### src/rtl/line_clear_ctrl.sv
// Line-clear controller: scans the 20-row grid bottom-up, compacts non-full rows
// downward, zero-fills the vacated top rows and accumulates a saturating score.
module line_clear_ctrl (
  input  logic        Clk,
  input  logic        Reset,
  input  logic        start,
  input  logic        new_game,
  output logic [4:0]  row_raddr,
  input  logic [29:0] row_rdata,
  output logic [4:0]  row_waddr,
  output logic [29:0] row_wdata,
  output logic        row_we,
  output logic        busy,
  output logic        done,
  output logic [4:0]  lines_cleared,
  output logic [9:0]  score
);

  typedef enum logic [1:0] {
    IDLE,
    SCAN,
    FILL,
    DONE
  } state_t;

  localparam logic [4:0] LAST_ROW  = 5'd19;
  localparam logic [9:0] SCORE_MAX = 10'd1023;

  state_t      state_q, state_d;
  logic [4:0]  rd_q, rd_d;
  logic [4:0]  wr_q, wr_d;
  logic [4:0]  count_q, count_d;
  logic [4:0]  lines_q, lines_d;
  logic [9:0]  score_q, score_d;

  logic        row_full;
  logic [3:0]  points;
  logic [10:0] score_sum;

  always_comb begin
    row_full = 1'b1;
    for (int unsigned c = 0; c < 10; c++) begin
      if (row_rdata[3*c +: 3] == 3'd0) row_full = 1'b0;
    end
  end

  always_comb begin
    case (count_q)
      5'd0:    points = 4'd0;
      5'd1:    points = 4'd1;
      5'd2:    points = 4'd3;
      5'd3:    points = 4'd5;
      default: points = 4'd8;
    endcase
  end

  assign score_sum = {1'b0, score_q} + 11'(points);

  always_ff @(posedge Clk or posedge Reset) begin
    if (Reset) begin
      state_q <= IDLE;
      rd_q    <= LAST_ROW;
      wr_q    <= LAST_ROW;
      count_q <= '0;
      lines_q <= '0;
      score_q <= '0;
    end else begin
      state_q <= state_d;
      rd_q    <= rd_d;
      wr_q    <= wr_d;
      count_q <= count_d;
      lines_q <= lines_d;
      score_q <= score_d;
    end
  end

  always_comb begin
    state_d = state_q;
    rd_d    = rd_q;
    wr_d    = wr_q;
    count_d = count_q;
    lines_d = lines_q;
    score_d = score_q;
    case (state_q)
      IDLE: begin
        if (new_game) score_d = '0;
        if (start) begin
          state_d = SCAN;
          rd_d    = LAST_ROW;
          wr_d    = LAST_ROW;
          count_d = '0;
        end
      end
      SCAN: begin
        if (row_full) begin
          count_d = count_q + 5'd1;
        end else begin
          wr_d = (wr_q == 5'd0) ? 5'd0 : wr_q - 5'd1;
        end
        rd_d = (rd_q == 5'd0) ? 5'd0 : rd_q - 5'd1;
        // The decision on row 0 must include row 0's own contribution to count.
        if (rd_q == 5'd0) state_d = (count_d != 5'd0) ? FILL : DONE;
      end
      FILL: begin
        wr_d = (wr_q == 5'd0) ? 5'd0 : wr_q - 5'd1;
        if (wr_q == 5'd0) state_d = DONE;
      end
      DONE: begin
        lines_d = count_q;
        score_d = (score_sum > {1'b0, SCORE_MAX}) ? SCORE_MAX : score_sum[9:0];
        state_d = IDLE;
      end
      default: state_d = IDLE;
    endcase
  end

  always_comb begin
    row_raddr = rd_q;
    row_waddr = wr_q;
    row_wdata = row_rdata;
    row_we    = 1'b0;
    busy      = (state_q != IDLE);
    done      = (state_q == DONE);
    case (state_q)
      SCAN: begin
        if (!row_full && (rd_q != wr_q)) row_we = 1'b1;
      end
      FILL: begin
        row_we    = 1'b1;
        row_wdata = '0;
      end
      default: row_we = 1'b0;
    endcase
  end

  assign lines_cleared = lines_q;
  assign score         = score_q;

endmodule
### config.mk
export PLATFORM = sky130hd
export DESIGN_NAME = line_clear_ctrl
export DESIGN_NICKNAME = d
export VERILOG_FILES = /design/src/rtl/line_clear_ctrl.sv
export SDC_FILE = /design/constraint.sdc
export NUM_CORES = 1
export LEC_CHECK = 0
export CAP_MARGIN = 20
export CORE_MARGIN = 1
export CORE_UTILIZATION = 45
export CTS_CLUSTER_DIAMETER = 200
export CTS_CLUSTER_SIZE = 14
export DETAILED_ROUTE_END_ITERATION = 8
export PLACE_DENSITY = 0.79
export SYNTH_ARGS = -nofsm -noshare
export SYNTH_HDL_FRONTEND = slang
export SYNTH_SLANG_ARGS = --single-unit
export TNS_END_PERCENT = 50
### constraint.sdc
create_clock -name Clk -period 3.8 [get_ports Clk]
set_clock_uncertainty 0.05 [all_clocks]
set_input_delay 0.76 -clock Clk [delete_from_list [all_inputs] [get_ports Clk]]
set_output_delay 0.76 -clock Clk [all_outputs]
set_load 0.02 [all_outputs]
; Word-level counts from Yosys, hierarchy flattened
; Cells that the tools add are included.
[word_totals]
reg_bits = 32
inputBits = 34
out_inout_bits = 58
wordCells = 80
[op_classes]
n_addsub = 4
order_cmp = 1
n_eq_ne = 12
mux = 32
reduce_logical = 25
[op_table]
columns = cell, count
row1 = 5-bit two-way mux, 7
row2 = 3-bit logical NOT, 10
row3 = 30-bit two-way mux, 1
row4 = 10-bit two-way mux, 2
row5 = 10-bit case mux with 2 select lines, 1
row6 = 5-bit case mux with 2 select lines, 2
row7 = 4-bit case mux with 4 select lines, 1
row8 = 5-bit logical NOT, 3
row9 = 5-bit case mux with 3 select lines, 1
row10 = 1-bit two-way mux, 12
row11 = 10-bit by 4-bit adder with 11-bit output, 1
row12 = 11-bit by 10-bit > comparator with 1-bit output (second input constant), 1
row13 = 5-bit by 2-bit equality test with 1-bit output (second input constant), 2
row14 = 2-bit != test (second input constant), 5
row15 = 5-bit by 1-bit subtractor with 5-bit output (second input constant), 2
row16 = 2-bit case mux with 4 select lines, 1
row17 = 2-bit two-way mux, 3
row18 = 3-bit AND reduction, 2
row19 = 2-bit nonzero test, 3
row20 = 5-bit by 1-bit adder with 5-bit output (second input constant), 1
row21 = 5-bit by 1-bit equality test with 1-bit output (second input constant), 1
row22 = 5-bit != test, 1
row23 = 5-bit nonzero test, 1
row24 = 2-bit equality test (second input constant), 2
row25 = 7 further kinds, 8

; Depth between registers and ports, before layout
[logic_depth]
word_depth = 17
depth_mapped = 13
mapped_depth_nobuf = 12

; Worst setup path before layout
; Ideal clock, no wire load.
[synth_timing]
path_type = input port to output port
startpoint = in row_rdata[24]
endpoint = out row_we
arrival_ns = 2.236
t_required_ns = 2.990
path_slack_ns = 0.754
cell_stages = 4
path_buffers = 0
cell_sequence = o311ai_1 > or2_2 > a31oi_1 > nor2b_1
[synth_via]
elab_chain_cells = 7
[synth_rtl]
columns = item, line
row1 = start: declaration, 9  ; input logic [29:0] row_rdata,
row2 = 3-bit logical NOT, 43  ; if (row_rdata[3*c +: 3] == 3'd0) row_full = 1'b0;
row3 = 1-bit two-way mux (2 in a row), 43
row4 = 1-bit logical NOT, 126  ; if (!row_full && (rd_q != wr_q)) row_we = 1'b1;
row5 = 1-bit logical AND, 126
row6 = 1-bit two-way mux, 126
row7 = 1-bit case mux with 2 select lines, 124  ; case (state_q)
row8 = end: declaration, 12  ; output logic row_we,
; No other way between the ends.

; Worst setup path after layout
[layout_timing]
startpoint = in row_rdata[4]
endpoint = out row_we
[layout_via]
elab_chain_cells = 14
[layout_rtl]
columns = item, line
row1 = 3-bit logical NOT, 43
row2 = 1-bit two-way mux (9 in a row), 43
row3 = 1-bit logical NOT, 126
row4 = 1-bit logical AND, 126
row5 = 1-bit two-way mux, 126
row6 = 1-bit case mux with 2 select lines, 124
; No other way between the ends.

==> impl_metrics.ini <==
[run_status]
status = complete, no violations

[cells_and_area]
area_delta_synth_final_pct = 46.7
final_util = 0.687
n_fill_cell = 466
final_area_sq_mm = 0.00353
diodes = 0
layout-drive-gt1-share = 0.0800
fin_nets = 423

[job]
drv_cap = 0

[sta]
relSlewSlack = 0.586
maxSlewViolCount = 0
tightest_slew_ps = 617
setup-violations-final = 0
tns_ps = 0
rsz0062_at_grt = false
setup_ws_ps = 195
fin_crit_sh = 0.949
max_freq_mhz = 277
min_period_ps = 3600
hold_viol_final = 0

[worst_setup_path]
worstSetupStartpointType = primary input
r2r_slack_ps = 710
cp-end-kind = primary output
reg2reg_depth = 11
crit_type = in -> out
crit_fanout = 2
crit_arrival_ps = 2790
critical_path_required_ps = 2990
r2r_end = score[4]$_DFFE_PP0P_
reg2reg_from = count_q[0]$_DFFE_PP0P_

[clock_tree]
path_clk_slew_ps = 60
cts.sinks = 32
htreeDepth = 2
root_buffer = clkbuf_8
cts_tree = yes
clkLatencyLatePin_ps = 280
clock_path_buffers = 2
cts_buffers = 5

[hold_path]
holdPathEnd = lines_cleared[2]$_DFFE_PP0P_
hp-class = reg -> reg
min_from = lines_cleared[2]$_DFFE_PP0P_
hold_depth = 1

[route]
drtAntennaViolNets = 0
routed_wl_microns = 6090
routedWlPerCell_microns = 13.7
drt_first_iter_violations = 107
dr.pass1.iters = 4
vias_per_cell = 5.29
vias = 2355
route.detailed.drc = 0

[synthesis]
synth_seq_area_share = 0.336
yosys.area_share.adder = 0.0811
ys_types = 48
yosysTopAreaCellShare = 0.270
ys_ff_latch = 32
synth_area_sq_mm = 0.00241
ys_warn_count = 0
async_flop_share = 1.00
syn_avg_cell_area_sq_um = 8.54
synth_cells = 282
yosys.area_share.simple = 0.275
synth_nets = 331
synth_top_family_by_area = simple AND/OR/NAND/NOR gates
synth_edf_count = 0
synth_xor_area_frac = 0.0255
yosys.cell_count.top_type = nor2b_1
synth.mux.area_fraction = 0.0525
netlist_top_cells_area = dfrtp_1, nor2b_1, ha_1
ys.flop_type = dfrtp_1
synth_largest_area_cell = dfrtp_1
synth_compound_area_frac = 0.180
synth_common_cells = nor2b_1, dfrtp_1, nor2_1

[power_and_ir_drop]
p_total_mw = 2.44
ir_drop_mv = 0.427
leakage_nw = 1.50
power.density_mw_per_mm2 = 692

[die]
die_h_microns = 75.1
fp.dieArea_sq_mm = 0.00565
start_util = 0.468
num_rows = 26
fp.dieW_microns = 75.1
core_sq_mm = 0.00514
pin_count = 92

[global_route]
overflow = 0
antenna_found_initial = 0
grt_pass1_wl_microns = 9840
grt_pass1_vias = 2136
grtUsageTotal = 0.229
grt_max_degree = 32

[placed_design]
io_buffer_count = 91
gp_congestion = 0.804
placed_area_sq_mm = 0.00342
place_hpwl_microns = 4670
dpl_worst_slack_ps = -26.2
[critical path, cell delays in order]
cell and delay, ps:
clkdlybuf4s50_1 460, or3_1 100, o31ai_1 70, or4_4 530, or2_2 320, a31oi_1 170
nor2b_1 70, dlygate4sd2_1 320
[through the flow]
stage	hold WS [ps]	cells
finish	460	445
global route	475	445
CTS	461	445
detailed placement	446	437
global placement	443	436
floorplan	495	282
[cells in the final DEF (no fill, tap or decap), types with 3 or more instances in the layout]
cell type | synthesis | layout
clkdlybuf4s50_1 | 0 | 90
nor2b_1 | 34 | 34
dfrtp_1 | 26 | 26
nor2_1 | 20 | 20
o21ai_0 | 18 | 18
inv_1 | 17 | 17
nand2_1 | 15 | 15
a21oi_1 | 14 | 14
ha_1 | 14 | 14
nor3_1 | 13 | 13
nand3_1 | 7 | 7
mux2i_1 | 7 | 7
o31ai_1 | 7 | 7
nand2b_1 | 6 | 6
a21o_1 | 6 | 6
buf_4 | 0 | 6
dfstp_2 | 6 | 6
mux2_2 | 5 | 5
or3_1 | 5 | 5
clkbuf_8 | 0 | 5
nand4_1 | 4 | 4
xor2_1 | 4 | 4
and4_1 | 3 | 3
nor4_1 | 3 | 3
xnor2_1 | 3 | 3
[worst max path at each step]
| stage | from | end | slack, ps | cells past startpoint |
|---|---|---|---|---|
| 2_1_floorplan | row_rdata[24] | row_we | 750 | 4 |
| 3_3_place_gp | row_rdata[3] | row_we | -10 | 8 |
| 3_5_place_dp | row_rdata[4] | row_we | -30 | 8 |
| 4_1_cts | row_rdata[4] | row_we | 190 | 8 |
| 5_1_grt | row_rdata[3] | row_we | 80 | 8 |
| 6_report | row_rdata[4] | row_we | 200 | 8 |
[metal layers]
metal,global-route usage,share of wire,vias up
li1,-,-,1188
met1,0.299,0.46,1095
met2,0.404,0.50,67
met3,0.0348,0.040,5
met4,0.0432,0.0056,0
met5,0,0,-
[flip-flops by register name (all words and copies together) (netlist names)]
register       cells
state_q            2
count_q            5
score             10
row_raddr          5
lines_cleared      5
row_waddr          5
[kinds of logic (layout without fill, tap and decap cells)]
| group | count (synthesis) | in the layout |
|---|---|---|
| buffers and inverters | 30 | 123 |
| muxes | 12 | 12 |
| xor gates and xnor gates | 7 | 7 |
| AOI/OAI and AO/OA | 66 | 66 |
| and+or+nand+nor | 120 | 120 |
| adders and majority gates | 15 | 15 |
| DFF | 32 | 32 |
[timing repair]
| item | CTS | global route |
|---|---|---|
| setup endpoints to repair | 1 | 0 |
| hold buffers | 0 | 0 |
| resized for setup | 1 | 0 |
| setup buffers | 0 | 0 |
[final cells by class]
cell class	instances	area (sq um)	share of cell area
inverters	17	63.8	0.0181
flip-flops and latches	32	808	0.229
well taps	70	87.6	0.0248
clock buffers	5	68.8	0.0195
clock inverters	3	42.5	0.0120
multi-input cells	220	1480	0.419
repair buffers	98	982	0.278
[power by group]
group          leakage, nW  switching (mW)  internal (mW)
registers            0.416           0.140          0.462
clock network       0.0541           0.133          0.194
logic                 1.03           0.836          0.679
(Power assumes the default switching activity.)
